### src/rtl/car_park_pkg.sv
// Shared types and constants for the car-park sensor interface: command
// encoding, stimulus generator states and the two-bit {a,b} sensor phases.
package car_park_pkg;

   localparam int COUNT_W = 4;

   typedef enum logic [1:0] {
      CMD_ENTER       = 2'b00,
      CMD_EXIT        = 2'b01,
      CMD_ENTER_ABORT = 2'b10,
      CMD_EXIT_ABORT  = 2'b11
   } cmd_t;

   typedef enum logic [2:0] {
      ST_IDLE,
      ST_P1,
      ST_P2,
      ST_P3,
      ST_P4,
      ST_RESP
   } gen_state_t;

   // Sensor phases as {a,b}
   localparam logic [1:0] SENS_IDLE = 2'b00;
   localparam logic [1:0] SENS_A    = 2'b10;
   localparam logic [1:0] SENS_AB   = 2'b11;
   localparam logic [1:0] SENS_B    = 2'b01;

   function automatic logic is_abort(input cmd_t c);
      return (c == CMD_ENTER_ABORT) || (c == CMD_EXIT_ABORT);
   endfunction

   // Entering cars break the outer sensor first, exiting cars the inner one.
   function automatic logic [1:0] first_phase(input cmd_t c);
      return ((c == CMD_ENTER) || (c == CMD_ENTER_ABORT)) ? SENS_A : SENS_B;
   endfunction

endpackage

### src/rtl/car_park_stim_gen_timer.sv
// Loadable down-counter: after a load of N, expire is high in the N-th cycle
// (the last cycle of the interval), then the counter rests at zero.
module stim_phase_timer #(
   parameter int CNT_W = 2
) (
   input  logic             clk,
   input  logic             reset,
   input  logic             load,
   input  logic [CNT_W-1:0] load_val,
   output logic             expire
);

   logic [CNT_W-1:0] cnt_q, cnt_d;

   always_comb begin
      cnt_d = cnt_q;
      if (load)
         cnt_d = load_val;
      else if (cnt_q != '0)
         cnt_d = cnt_q - CNT_W'(1);
   end

   always_ff @(posedge clk) begin
      if (reset)
         cnt_q <= '0;
      else
         cnt_q <= cnt_d;
   end

   assign expire = (cnt_q == CNT_W'(1));

endmodule

### src/rtl/car_park_stim_gen.sv
// Car-park stimulus generator: turns car commands into the a/b sensor waveform
// and produces the matching expected inc/dec pulses and occupancy count.
module car_park_stim_gen
   import car_park_pkg::*;
#(
   parameter int HOLD      = 2,
   parameter int RESP_LAT  = 1,
   parameter int MAX_COUNT = 15
) (
   input  logic               clk,
   input  logic               reset,
   input  logic               cmd_valid,
   input  logic [1:0]         cmd_type,
   output logic               cmd_ready,
   output logic               a,
   output logic               b,
   output logic               inc_exp,
   output logic               dec_exp,
   output logic [COUNT_W-1:0] count_exp,
   output logic               done
);

   localparam int MAX_T = (HOLD > RESP_LAT) ? HOLD : RESP_LAT;
   localparam int TMR_W = $clog2(MAX_T + 1);

   gen_state_t         state_q, state_d;
   cmd_t               cmd_q, cmd_d;
   logic [1:0]         ab_q, ab_d;
   logic               inc_q, inc_d;
   logic               dec_q, dec_d;
   logic               done_q, done_d;
   logic               ready_q, ready_d;
   logic               upd_done_q, upd_done_d;
   logic [COUNT_W-1:0] count_q, count_d;

   logic phase_load, phase_exp;
   logic resp_load, resp_exp;

   function automatic logic [COUNT_W-1:0] sat_inc(input logic [COUNT_W-1:0] v);
      return (v >= COUNT_W'(MAX_COUNT)) ? v : v + COUNT_W'(1);
   endfunction

   function automatic logic [COUNT_W-1:0] sat_dec(input logic [COUNT_W-1:0] v);
      return (v == '0) ? v : v - COUNT_W'(1);
   endfunction

   stim_phase_timer #(.CNT_W(TMR_W)) u_phase_tmr (
      .clk      (clk),
      .reset    (reset),
      .load     (phase_load),
      .load_val (TMR_W'(HOLD)),
      .expire   (phase_exp)
   );

   // Started at the first P4 cycle; expiry lands one cycle before the pulse.
   stim_phase_timer #(.CNT_W(TMR_W)) u_resp_tmr (
      .clk      (clk),
      .reset    (reset),
      .load     (resp_load),
      .load_val (TMR_W'(RESP_LAT)),
      .expire   (resp_exp)
   );

   always_comb begin
      state_d    = state_q;
      cmd_d      = cmd_q;
      ab_d       = ab_q;
      done_d     = 1'b0;
      phase_load = 1'b0;
      resp_load  = 1'b0;
      inc_d      = resp_exp && (cmd_q == CMD_ENTER);
      dec_d      = resp_exp && (cmd_q == CMD_EXIT);
      upd_done_d = upd_done_q | inc_q | dec_q;
      count_d    = count_q;
      if (inc_q)
         count_d = sat_inc(count_q);
      else if (dec_q)
         count_d = sat_dec(count_q);

      unique case (state_q)
         ST_IDLE: begin
            if (cmd_valid && ready_q) begin
               cmd_d      = cmd_t'(cmd_type);
               ab_d       = first_phase(cmd_t'(cmd_type));
               state_d    = ST_P1;
               phase_load = 1'b1;
               upd_done_d = 1'b0;
            end
         end
         ST_P1: begin
            if (phase_exp) begin
               phase_load = 1'b1;
               if (is_abort(cmd_q)) begin
                  state_d = ST_P4;
                  ab_d    = SENS_IDLE;
               end else begin
                  state_d = ST_P2;
                  ab_d    = SENS_AB;
               end
            end
         end
         ST_P2: begin
            if (phase_exp) begin
               phase_load = 1'b1;
               state_d    = ST_P3;
               ab_d       = (cmd_q == CMD_ENTER) ? SENS_B : SENS_A;
            end
         end
         ST_P3: begin
            if (phase_exp) begin
               phase_load = 1'b1;
               resp_load  = 1'b1;
               state_d    = ST_P4;
               ab_d       = SENS_IDLE;
            end
         end
         // Leave only once the expected count update is already visible.
         ST_P4: begin
            if (phase_exp) begin
               if (is_abort(cmd_q) || upd_done_q) begin
                  state_d = ST_IDLE;
                  done_d  = 1'b1;
               end else begin
                  state_d = ST_RESP;
               end
            end
         end
         ST_RESP: begin
            if (upd_done_q) begin
               state_d = ST_IDLE;
               done_d  = 1'b1;
            end
         end
         default: state_d = ST_IDLE;
      endcase

      ready_d = (state_d == ST_IDLE);
   end

   always_ff @(posedge clk) begin
      if (reset) begin
         state_q    <= ST_IDLE;
         cmd_q      <= CMD_ENTER;
         ab_q       <= SENS_IDLE;
         inc_q      <= 1'b0;
         dec_q      <= 1'b0;
         done_q     <= 1'b0;
         ready_q    <= 1'b1;
         upd_done_q <= 1'b0;
         count_q    <= '0;
      end else begin
         state_q    <= state_d;
         cmd_q      <= cmd_d;
         ab_q       <= ab_d;
         inc_q      <= inc_d;
         dec_q      <= dec_d;
         done_q     <= done_d;
         ready_q    <= ready_d;
         upd_done_q <= upd_done_d;
         count_q    <= count_d;
      end
   end

   assign cmd_ready = ready_q;
   assign a         = ab_q[1];
   assign b         = ab_q[0];
   assign inc_exp   = inc_q;
   assign dec_exp   = dec_q;
   assign count_exp = count_q;
   assign done      = done_q;

endmodule
### config.mk
export PLATFORM = sky130hd
export DESIGN_NAME = car_park_stim_gen
export DESIGN_NICKNAME = d
export VERILOG_FILES = /design/src/rtl/car_park_pkg.sv /design/src/rtl/car_park_stim_gen_timer.sv /design/src/rtl/car_park_stim_gen.sv
export SDC_FILE = /design/constraint.sdc
export NUM_CORES = 1
export LEC_CHECK = 0
export ABC_AREA = 1
export CAP_MARGIN = 5
export CORE_ASPECT_RATIO = 0.9
export CORE_MARGIN = 4
export CORE_UTILIZATION = 40
export CTS_CLUSTER_DIAMETER = 120
export DETAILED_ROUTE_END_ITERATION = 16
export PLACE_DENSITY_LB_ADDON = 0.3
export SLEW_MARGIN = 20
export SYNTH_ARGS = -nofsm -noshare
export SYNTH_HDL_FRONTEND = slang
export SYNTH_SLANG_ARGS = --single-unit
### constraint.sdc
create_clock -name clk -period 2.7 [get_ports clk]
set_input_delay 0.81 -clock clk [delete_from_list [all_inputs] [get_ports clk]]
set_output_delay 0.81 -clock clk [all_outputs]
set_load 0.01 [all_outputs]
Word-level counts from Yosys, hierarchy flattened. Index checks and enable logic that the tools add are counted.

Multiplexer cells: 35. Reductions and logical operators: 23. $lt $le $gt $ge: 1. Bitwise gates (word level): 2. Eq/ne operators: 17. Add/subtract/negate cells: 4.

Operator list (count): 3-bit two-way mux (8); 2-bit two-way mux (9); 3-bit one-hot mux with 6 select lines (1); 4-bit two-way mux (4); 2-bit inequality test, second input constant (6); 1-bit two-way mux (10); 2-bit nonzero test (5); 2-bit one-hot mux with 4 select lines (1); 2-bit by 1-bit == test with 1-bit output, second input constant (3); 2-bit == test, second input constant (3); 3-bit by 2-bit == test with 1-bit output, second input constant (2); 3-bit == test, second input constant (2); 3-bit zero test (2); 5-bit AND reduction (1); 4-bit by 1-bit adder with 4-bit output, second input constant (1); 4-bit greater-or-equal comparator, second input constant (1); 2-bit zero test (2); 4-bit zero test (1); 1-bit one-hot mux with 2 select lines (2); 4-bit nonzero test (1); 2-bit OR reduction (2); 2-bit by 1-bit subtractor with 2-bit output, second input constant (2); 4-bit by 1-bit subtractor with 4-bit output, second input constant (1); 3-bit by 1-bit == test with 1-bit output, second input constant (1); 6 further kinds (11).

Output and inout bits: 10. Input bits: 5. Logic and storage cells: 95. Register bits after elaboration: 20.

Depth between registers and ports, before layout. Gate-level depths: netlist of the first run.

Depth after elaboration: 7. Depth in mapped cells: 8. Mapped depth without buffers: 8.

Cells and area by module. From an unflattened synthesis of the first run, not the netlist that was laid out.

Cells, all modules: 175. Area total of the unflattened synthesis: 1223.7 um2.

By module, submodules not included: car_park_stim_gen (area an instance 943.4 um2, cells an instance 131, instances 1, seq. area each 320.3 um2); stim_phase_timer (area an instance 140.1 um2, cells an instance 22, instances 2, seq. area each 40.0 um2).

Least setup slack after synthesis of the first run. OpenSTA, ideal clock, no wires.

Path kind: register to register. Start: register inc_q, in the netlist inc_exp. End: register count_q[3], in the netlist count_exp[3]. Library setup time: 0.132 ns. Cell stages (with the launch flop): 9. Clock period less this slack: 1.448 ns. Path slack: 1.252 ns. Data arrival time: 1.315 ns. Data required time: 2.568 ns. Path buffers: 0. Cell sequence: dfxtp_1 > inv_1 > ha_1 > a21oi_1 > nand2_1 > nand2_1 > nand2_1 > nand2_1 > a21oi_1.

Word-level cells in the longest chain between the ends: 2. Elaborated cells on any way between the ends: 5. Those cells by class: 2 x eq/ne; 1 x mux; 2 x reduce/logical.

Ends and longest elaborated chain: start, declared (line car_park_stim_gen.sv:29) `logic inc_q, inc_d;`; start signal, assigned (line car_park_stim_gen.sv:155) `inc_q <= inc_d;`; 2-bit inequality test (no line) / 2-bit nonzero test (equally long branches); 3-bit AND reduction (no line); end signal, assigned (line car_park_stim_gen.sv:160) `count_q <= count_d;`; end, declared (line car_park_stim_gen.sv:34) `logic [COUNT_W-1:0] count_q, count_d;`.

Parallel ways exist; a longest one is shown, timed or not. A chain may end at the register's enable or synchronous reset.

Worst setup path in the final report of the first run.
Start: register count_q[0], in the netlist count_exp[0]. End: output count_exp[0].

RTL lines: end, declared (line car_park_stim_gen.sv:19) `output logic [COUNT_W-1:0] count_exp,`.

No word-level cell between the ends.

==> results.md, run 1 <==
* Initial DRC count at 50
* Port bufs at 14
* Layout Area Growth over Synthesis at 21.9%
* Worst Path Max Fanout at 7
* DRC at 0
* Final setup fails at 0
* Post-DP HPWL at approximately 1.7 mm
* Die Span X at around 62 microns
* Post-synthesis sequential area ratio at 0.378
* Post-Place Worst Slack at 0.763 ns
* Period utilization at 0.810
* Vias at ~980
* Startpoint Class: flop
* Post-Route WL at 2.25 mm
* FP Rows at 17
* Synth Register Bits at 20
* Min-delay worst type: reg -> reg
* Worst EP required at ~1.9 ns
* H-tree depth at 1
* CTS tree: built
* Worst slew pin tran at 0.311 ns
* Placed cell areas at 1240 sq um
* Design area at 1290 sq um
* Worst Clk Skew at 0.00596 ns
* Total leakage power at just under 0.6 nW
* Largest net degree at the start of global routing at 13
* Simple-gate share of the synthesized area at 0.349
* Antenna Cells at 0
* Layout Utilization at 0.518
* CP Cell Sequence: clkdlybuf4s50_1
* Post-CTS Setup Inserts at 0
* Synth cell types at 25
* Initial antenna violation count at 0
* Fraction of layout cells with a size suffix above 1 at 0.158
* First-pass GRT wire length at 3.68 mm
* Post-synthesis mux area share at 0
* Synth Area in Compound Gates at 0.109
* Antenna viol nets, final at 0
* Die Y at roughly 57 microns
* Routability congestion estimate at 0.895
* Nets at 176
* Boundary Pins at 15
* Clk_lat worst skew at 0.31 ns
* Status: complete, no violations
* Delay-heaviest family, CP: buffers and inverters
* TNS Setup at 0 ns
* Fmax achieved at 0.457 GHz
* Num CTS Buffers at 3
* Filler cell count at 236
* CTS Root Cell: clkbuf_4
* Worst path arrival time at 1.38 ns
* Critical path class: reg -> out
* P per Cell Area at around 720 nW/um^2
* Post-CTS sizing at 0
* Initial Util at 0.425
* Final hold vios at 0
* Largest family of logic cells by synthesized area: simple AND/OR/NAND/NOR gates
* Clk sinks at 20
* Synth warnings at 0
* Adder-Cell Fraction of Synth Area at 0.0662
* Max Cap Viol at 0
* WL per Instance at 11.7 microns
* Syn_area_per_cell at 7.20 sq um
* Number of global-route vias before repair at approximately 800
* Minimum clock period at between 2 and 2.5 ns
* Relative slew slack at 0.792
* Global route overflow at 0
* Cells after Synth at 147
* Drt pass-1 iters at 4
* Yosys top cell area share at 0.378
* Reg clk slew, reported paths at between 0.1 and 0.15 ns
* CTS Buffer Depth at 2
* Core Region at 2490 sq um
* Buf/Inv on CP at 1
* Final Max Slew Viols at 0
* Vias per cell at 5.06
* CP Capture Type: output port
* Worst path slowest cell: clkdlybuf4s50_1
* Die area at 3530 sq um
* Worst VDD drop at 0.429 mV
* Syn Std Cell Area at 1060 sq um
* All-Layer GR Usage at 0.126
* Area leader, netlist: dfxtp_1
* Synth top area cells: dfxtp_1 (38%), nand2_1 (10%), nor2_1 (6.4%)
* Crit-path max cell delay at 0.59 ns
* RSZ-0062 raised after global routing: false
* Final WS setup at 0.513 ns
* CTS Hold Bufs at 0
* XOR/XNOR Fraction of Synth Area at 0.0248
* Syn_nets at 157
## worst paths after layout
path                                endpoint         start  slack (ns)  cells past startpoint
worst max-delay path            count_exp[0]  count_exp[0]        0.51                      1
worst min-delay path                 inc_exp      cmd_q[0]        0.45                      1
worst max register to register  count_exp[3]       inc_exp        1.19                      8
worst min register to register       inc_exp      cmd_q[0]        0.45                      1
## Yosys cell counts
master / number
nand3_4: 1
xnor2_1: 2
clkbuf_1: 1
nand2_4: 1
xor2_1: 1
o21ai_2: 1
nand2_2: 7
dfxtp_1: 20
ha_1: 4
nand4_1: 1
o21ai_1: 2
inv_4: 1
nor3_1: 3
nand2_1: 29
nand3_1: 10
inv_2: 5
fa_1: 1
inv_1: 13
o22ai_1: 1
a21oi_1: 11
nor2_1: 18
nor2_4: 1
o21ai_0: 7
nor4_1: 2
nor2_2: 4
## cells in the final DEF (no fill, tap or decap)
cell type        Yosys  final
nand2_1             29     29
nand4_1              1      1
nor2_2               4      4
dfxtp_1             20     20
nand2_2              7      7
nor2_1              18     18
o21ai_2              1      1
xor2_1               1      1
clkdlybuf4s50_1      0     14
inv_1               13     13
o21ai_0              7      7
xnor2_1              2      2
bufinv_16            0      1
nand3_4              1      1
clkbuf_4             0      3
nor3_1               3      3
inv_2                5      5
a21oi_1             11     11
nor4_1               2      2
o21ai_1              2      2
buf_4                0      1
fa_1                 1      1
nand3_1             10     10
nand2_4              1      1
ha_1                 4      4
o22ai_1              1      1
inv_4                1      1
nor2_4               1      1
## power breakdown
part,switching [W],total [W],internal [W],leakage (nW)
registers,0.0000449,0.000385,0.000340,0.164
logic,0.000164,0.000302,0.000138,0.386
clock network,0.0000982,0.000248,0.000150,0.0279
total,0.000307,0.000935,0.000628,0.577
## stage by stage
stage	cells	power, W	hold slack [ns]
global route	193	0.000993	0.469
CTS	193	0.000938	0.458
detailed placement	189	0.000693	0.441
finish	193	0.000935	0.453
global placement	189	0.000680	0.434
floorplan	147	0.000599	0.420
## sequential cells by signal (all words and copies together) (netlist names)
signal	flops
cmd_q	2
u_resp_tmr.cnt_q	2
inc_exp	1
done	1
dec_exp	1
ab_q	2
u_phase_tmr.cnt_q	2
upd_done_q	1
count_exp	4
state_q	3
cmd_ready	1
## routing by layer
metal | GRT usage | vias to the layer above | part of all wire
li1 | - | 508 | -
met1 | 0.173 | 437 | 0.48
met2 | 0.194 | 30 | 0.45
met3 | 0.0420 | 2 | 0.068
met4 | 0.0217 | 0 | 0.0022
met5 | 0 | - | 0
## area by class of cell
type / count / area, sq um / share of cell area
multi-input cells: 107 / 581 / 0.450
flip-flops and latches: 20 / 400 / 0.310
repair buffers: 15 / 148 / 0.114
inverters: 19 / 73.8 / 0.0572
well taps: 28 / 35.0 / 0.0272
clock inverters: 1 / 30.0 / 0.0233
clock buffers: 3 / 22.5 / 0.0175
## kinds of logic after synthesis
kind of cell    Yosys count
compound gates           22
simple gates             77
flops                    20
xor+xnor                  3
buf+inv                  20
fa+ha+maj                 5
Note: power is estimated with default switching activity, not from simulation.
==> inputs of run 2 (changes only) <==
Clock period 2.7 ns to 1.8 ns, I/O delays scaled along.
==> run 2 against run 1 <==
  * Utilization is 0.40 points higher
  * Combinational power is 54% higher
  * Sequential share of layout area is 0.24 points higher
  * Via count is 2.5% lower
  * Routed wire length is 7.6% lower
  * Global-route usage is 0.25 points higher
  * Clock power is 2% higher
  * Clock skew is 0.0018 ns lower
  * Non-clock buffer count is 2 higher
  * Power is 38% higher
  * Cell count is 1.0% higher
  * Highest routed layer unchanged
==> results.md, run 2 (synthesis results as in run 1) <==
* Status: complete, no violations
* Initial antenna violation count at 0 (unchanged)
* Die area at 3530 sq um (unchanged)
* Drt pass-1 iters at 4 (unchanged)
* Worst Path Max Fanout at 5 (-2)
* CTS Buffer Depth at 2 (unchanged)
* Filler cell count at 248 (+5.1%)
* Buf/Inv on CP at 1 (unchanged)
* Clk sinks at 20 (unchanged)
* Placed Instances at 191 (+1.1%)
* FP Rows at 17 (unchanged)
* Initial Util at 0.425 (unchanged)
* Global route overflow at 0 (unchanged)
* Post-CTS Setup Inserts at 0 (unchanged)
* Boundary Pins at 15 (unchanged)
* Startpoint Class: flop
* Vias per cell at 4.89 (-3.5%)
* Max Cap Viol at 0 (unchanged)
* Worst path slowest cell: clkdlybuf4s50_1
* First-pass GRT wire length at 3.77 mm (+2.6%)
* DRC at 0 (unchanged)
* Number of flip-flops in the largest register at 4 (unchanged)
* Critical path class: reg -> out
* Die Span X at 62.2 microns (unchanged)
* Worst slew pin tran at 0.290 ns (-0.0207 ns)
* Period utilization at 0.974
* Minimum clock period at 1.75 ns
* GR peak layer: met2
* WL per Instance at 10.7 microns (-8.6%)
* Total leakage power at 0.619 nW (+7.2%)
* Num CTS Buffers at 3 (unchanged)
* Vias at 953 (-2.5%)
* Antenna viol nets, final at 0 (unchanged)
* RSZ-0062 raised after global routing: false
* Crit-path max cell delay at 0.54 ns (-0.05 ns)
* Final Max Slew Viols at 0 (unchanged)
* H-tree depth at 1 (unchanged)
* Most frequent cells in the layout: nand2_1 (29), nor2_1 (18), dfxtp_1 (17), inv_1 (13), clkdlybuf4s50_1 (12)
* CTS tree: built
* P per Cell Area at 990 nW/um^2 (+37%)
* CTS Root Cell: clkbuf_4
* Final setup fails at 0 (unchanged)
* Relative slew slack at 0.806 (+0.0138)
* Antenna Cells at 0 (unchanged)
* Finished Layout Cells at 195 (+1.0%)
* Post-DP HPWL at 1.70 mm (-2.2%)
* Reg clk slew, reported paths at 0.11 ns (about the same)
* Clk_lat worst skew at 0.30 ns (about the same)
* Initial DRC count at 22 (-56%)
* Worst EP required at 1.26 ns (-0.63 ns)
* Post-Route WL at 2.08 mm (-7.6%)
* Worst VDD drop at 0.763 mV (+78%)
* Total Power at 0.00129 W (+38%)
* CTS Hold Bufs at 0 (unchanged)
* Min-delay worst type: reg -> reg
* M3 GR Usage at 0.0440 (+0.00200)
* TNS Setup at 0 ns (unchanged)
* Fmax achieved at around 0.57 GHz
* CP Capture Type: output port
* GR Util met1 at 0.174 (+0.00101)
* Worst Clk Skew at 0.00420 ns (-0.00176 ns)
* Commonest non-fill, non-tap cell in the layout: nand2_1
* Routability congestion estimate at 0.876 (-2.1%)
* Delay-heaviest family, CP: buffers and inverters
* Port bufs at 14 (unchanged)
* Nets at 178 (+1.1%)
* Fraction of layout cells with a size suffix above 1 at 0.186 (+0.0281)
* Worst path arrival time at 1.21 ns (-0.17 ns)
* All-Layer GR Usage at 0.129 (+0.00246)
* Largest net degree at the start of global routing at 12 (-1)
* Final hold vios at 0 (unchanged)
* CP Cell Sequence: clkdlybuf4s50_1
* Number of global-route vias before repair at 882 (+7.3%)
* Die Y at 56.8 microns (unchanged)
* Layout Area Growth over Synthesis at 22.8%
* Met2 Use GR at 0.195 (+0.00148)
* Core Region at 2490 sq um (unchanged)
-- run 2: cell count changes in the layout (fill, tap and decap cells not counted), sizes merged --
cell | before | now
clkdlybuf4s50 | 14 | 12
clkbuf | 3 | 4
buf | 1 | 3
bufinv | 1 | 0
dlymetal6s2s | 0 | 2
-- run 2: area by class of cell --
| cell class | count | area (sq um) | share of cell area |
|---|---|---|---|
| clock buffer | 4 | 36.3 | 0.0279 |
| inverter | 19 | 73.8 | 0.0568 |
| multi-input combinational | 107 | 581 | 0.447 |
| sequential | 20 | 407 | 0.313 |
| tap | 28 | 35.0 | 0.0269 |
| timing repair buffer | 17 | 168 | 0.129 |
-- run 2: worst paths after layout --
path,slack (ns),cells past startpoint,end,start
setup / recovery,0.05,1,count_exp[2],count_exp[2]
setup reg to reg,0.34,7,count_exp[3],inc_exp
hold reg to reg,0.47,2,ab_q[0],ab_q[0]
hold / removal,0.47,2,ab_q[0],ab_q[0]
-- run 2: layer usage --
metal  vias up  wire length, microns
li1        511                     -
met1       424                  1010
met2        15                   953
met3         3                   106
met4         0                    12
met5         -                     0
-- run 2: what timing repair did --
action                                  CTS  global route
resized for setup                         3             3
endpoints found under the setup margin    3             3
pin swaps                                 0             0
-- run 2: per-stage QoR --
step | cell area, sq um | hold slack, ns | utilization | setup WS (ns)
floorplan | 1060 | 0.420 | - | 0.352
global placement | 1250 | 0.444 | 0.503 | 0.152
detailed placement | 1250 | 0.442 | 0.503 | 0.113
CTS | 1290 | 0.461 | 0.519 | 0.00748
global route | 1300 | 0.507 | 0.522 | 0.00358
finish | 1300 | 0.466 | 0.522 | 0.0467
-- run 2: where the power goes --
group	total [W]	internal, W	switching [W]	leakage, nW
clock	0.000253	0.000123	0.000130	0.0210
combinational	0.000466	0.000216	0.000251	0.433
sequential	0.000567	0.000513	0.0000544	0.165
total	0.00129	0.000852	0.000435	0.619
==> inputs of run 3 (changes only) <==
Settings changed: ABC_AREA 1 to not set, CELL_PAD_IN_SITES_DETAIL_PLACEMENT set to 2, CELL_PAD_IN_SITES_GLOBAL_PLACEMENT set to 2, CORE_UTILIZATION 40 to 30.
==> run 3 against run 2 <==
  * Design area is 9.6% higher
  * Sequential cell count stayed put
  * Critical path depth stayed put
  * Setup slack better by 0.0022 ns
  * Routed wire length is 52% higher
  * Clock power is 36% higher
  * Die area is 37% higher
  * Power is 11% higher
  * Register-to-register slack worse by 0.21 ns
==> results.md, run 3 <==
* Syn_nets at 134 (-15%)
* Clk sinks at 20 (unchanged)
* Startpoint Class: flop
* Synth Flop Type: dfxtp_1
* Final WS setup at 0.0488 ns (+0.00218 ns)
* Worst Path Max Fanout at 7 (+2)
* DRC at 0 (unchanged)
* Layout Utilization at 0.404 (-0.118)
* Filler cell count at 391 (+58%)
* DR WL met2 at 1.56 mm (+64%)
* Worst path slowest cell: clkdlybuf4s50_1
* Boundary Pins at 15 (unchanged)
* Final Max Slew Viols at 0 (unchanged)
* Min-delay worst type: reg -> reg
* Gate power share at 0.352 (-0.010)
* Reg2reg path depth at 6 (-1)
* Most frequent cells in the layout: dfxtp_1 (16), clkdlybuf4s50_1 (12), nor2_1 (9), inv_1 (8), buf_4 (8)
* Synth warnings at 0 (unchanged)
* Initial DRC count at 49 (+120%)
* Commonest non-fill, non-tap cell in the layout: dfxtp_1
* Worst min-delay path startpoint: ab_q[0]
* Flop2flop setup slack at 0.13 ns (-0.21 ns)
* Layout Area Growth over Synthesis at 24.9%
* Global route overflow at 0 (unchanged)
* Nets at 154 (-13%)
* Internal power at 0.000968 W (+14%)
* Number of global-route vias before repair at 1044 (+18%)
* Synth cell count leaders: dfxtp_1 (20), nor2_1 (9), inv_1 (8)
* Drt pass-1 iters at 4 (unchanged)
* Clk_lat worst skew at 0.26 ns (-0.04 ns)
* Die area at 4860 sq um (+37%)
* Port bufs at 14 (unchanged)
* Async SR Flop Fraction at 0 (unchanged)
* WHS Path Cells at 2 (unchanged)
* Clock power share at 0.241 (+0.044)
* Total Power at 0.00143 W (+11%)
* Sequential power share at 0.407 (-0.034)
* Total leakage power at 0.565 nW (-8.8%)
* CP Capture Type: output port
* Net Sw Power at 0.000466 W (+7.0%)
* Synth Register Bits at 20 (unchanged)
* Met3 wire length at 91 microns (-14%)
* Synth cell types at 44 (+76%)
* Worst VDD drop at 0.403 mV (-47%)
* Worst Setup SP: count_exp[2]
* Area leader, netlist: dfxtp_1
* All-Layer GR Usage at 0.141 (+0.0119)
* Buf/Inv on CP at 1 (unchanged)
* Post-synthesis sequential area ratio at 0.351 (-0.0274)
* CP Cell Sequence: clkdlybuf4s50_1
* Max Cap Viol at 0 (unchanged)
* Routability congestion estimate at 0.829 (-5.4%)
* Crit-path max cell delay at 0.55 ns (about the same)
* H-tree depth at 1 (unchanged)
* Yosys top cell area share at 0.351 (-0.0274)
* Initial Util at 0.323 (-0.102)
* CTS tree: built
* Num CTS Buffers at 3 (unchanged)
* First-pass GRT wire length at 5.31 mm (+41%)
* Crit. path cell count at 1 (unchanged)
* Critical path class: reg -> out
* Post-DP HPWL at 2.41 mm (+42%)
* Period utilization at 0.973 (-0.00121)
* Relative slew slack at 0.659 (-0.147)
* P per Cell Area at 1010 nW/um^2 (+1.6%)
* Initial antenna violation count at 0 (unchanged)
* Number of flip-flops in the largest register at 4 (unchanged)
* Top layer in use: met4
* Die Span X at 73.0 microns (+17%)
* Post-CTS Setup Inserts at 0 (unchanged)
* Fraction of layout cells with a size suffix above 1 at 0.210 (+0.0242)
* CTS Root Cell: clkbuf_8
* Core Region at 3530 sq um (+42%)
* Worst EP required at 1.26 ns (about the same)
* Largest net degree at the start of global routing at 23 (+11)
* Syn Std Cell Area at 1140 sq um (+7.8%)
* Sw Ratio at 0.325 (-0.0134)
* Worst path arrival time at 1.21 ns (about the same)
* Reg clk slew, reported paths at 0.07 ns (-0.04 ns)
* Syn_area_per_cell at 9.20 sq um (+28%)
* Worst slew pin tran at 0.511 ns (+0.221 ns)
* RSZ-0062 raised after global routing: false
* Die Y at 66.5 microns (+17%)
* EDFF count, synth at 0 (unchanged)
* Status: complete, no violations
* Post-Route WL at 3.16 mm (+52%)
* WHS at 0.473 ns (+0.00665 ns)
* Minimum clock period at 1.75 ns (-0.00218 ns)
* R2R Path Start: inc_exp
* Worst Hold End: ab_q[0]
* Post-Place Worst Slack at -0.00649 ns (-0.120 ns)
* Fmax achieved at 0.571 GHz (+0.12%)
* Most common cell in the netlist: dfxtp_1
* Vias per cell at 5.26 (+7.6%)
* WL per Instance at 16.9 microns (+59%)
* FP Rows at 20 (+3)
* Final setup fails at 0 (unchanged)
* M1 WL at 1.51 mm (+50%)
* Synth top area cells: dfxtp_1 (35%), ha_1 (4.4%), mux2i_1 (4.4%)
* Worst Clk Skew at 0.00383 ns (-0.000370 ns)
* Cells after Synth at 124 (-16%)
* Reg-to-reg endpoint: count_exp[3]
* Delay-heaviest family, CP: buffers and inverters
* Antenna Cells at 0 (unchanged)
* Antenna viol nets, final at 0 (unchanged)
* CTS Buffer Depth at 2 (unchanged)
* Final hold vios at 0 (unchanged)
* Vias at 983 (+3.1%)
[run 3: kinds of logic (layout without fill, tap and decap cells)]
logic type	count (synthesis)	count (layout)	share of synthesized area
flip-flops	20	20	0.351
buffers and inverters	16	35	0.0778
AND/OR/NAND/NOR	44	44	0.229
multiplexers	6	6	0.0537
adder cells (fa/ha/maj)	5	5	0.0614
AO/OA/AOI/OAI	31	31	0.212
XOR/XNOR	2	2	0.0154
[run 3: worst reg2reg max path, cell delays in order (launching register included)]
cell,delay (ns)
dfxtp_2,0.33
inv_1,0.06
ha_1,0.29
a21o_2,0.22
a21oi_2,0.18
mux2_2,0.36
o22ai_1,0.16
[run 3: repair_timing]
item,CTS,global route
setup endpoints to repair,3,2
hold buffers,0,0
gates resized for setup,4,2
[run 3: metrics by stage]
stage	std cells	area, sq um	setup TNS [ns]
after floorplan	124	1150	0
after CTS	187	1420	0
after detailed placement	183	1360	-0.00649
after global placement	183	1360	0
final	187	1430	0
after global routing	187	1430	0
[run 3: area by class of cell]
cell class,instances,area [sq um],area share
Sequential cell,20,408,0.286
Inverter,8,30.0,0.0211
Multi-Input combinational cell,88,656,0.460
Tap cell,44,55.1,0.0386
Timing Repair Buffer,23,221,0.155
Clock buffer,4,55.1,0.0386
[run 3: worst max-delay path by stage]
stage                   endpoint
floorplan           count_exp[3]
global placement       cmd_ready
detailed placement     cmd_ready
CTS                 count_exp[0]
global route        count_exp[2]
finish              count_exp[2]
[run 3: metal layers]
layer  vias up  track usage
met2        10        0.230
met1       488        0.190
met5         -            0
li1        483            -
met3         2       0.0362
met4         0       0.0161
[run 3: power groups by stage]
stage / registers, W / clock network, W / logic [W]
CTS: 0.000584 / 0.000362 / 0.000514
floorplan: 0.000583 / 0 / 0.000335
detailed placement: 0.000590 / 0 / 0.000510
global placement: 0.000583 / 0 / 0.000479
global route: 0.000595 / 0.000386 / 0.000557
finish: 0.000583 / 0.000345 / 0.000505
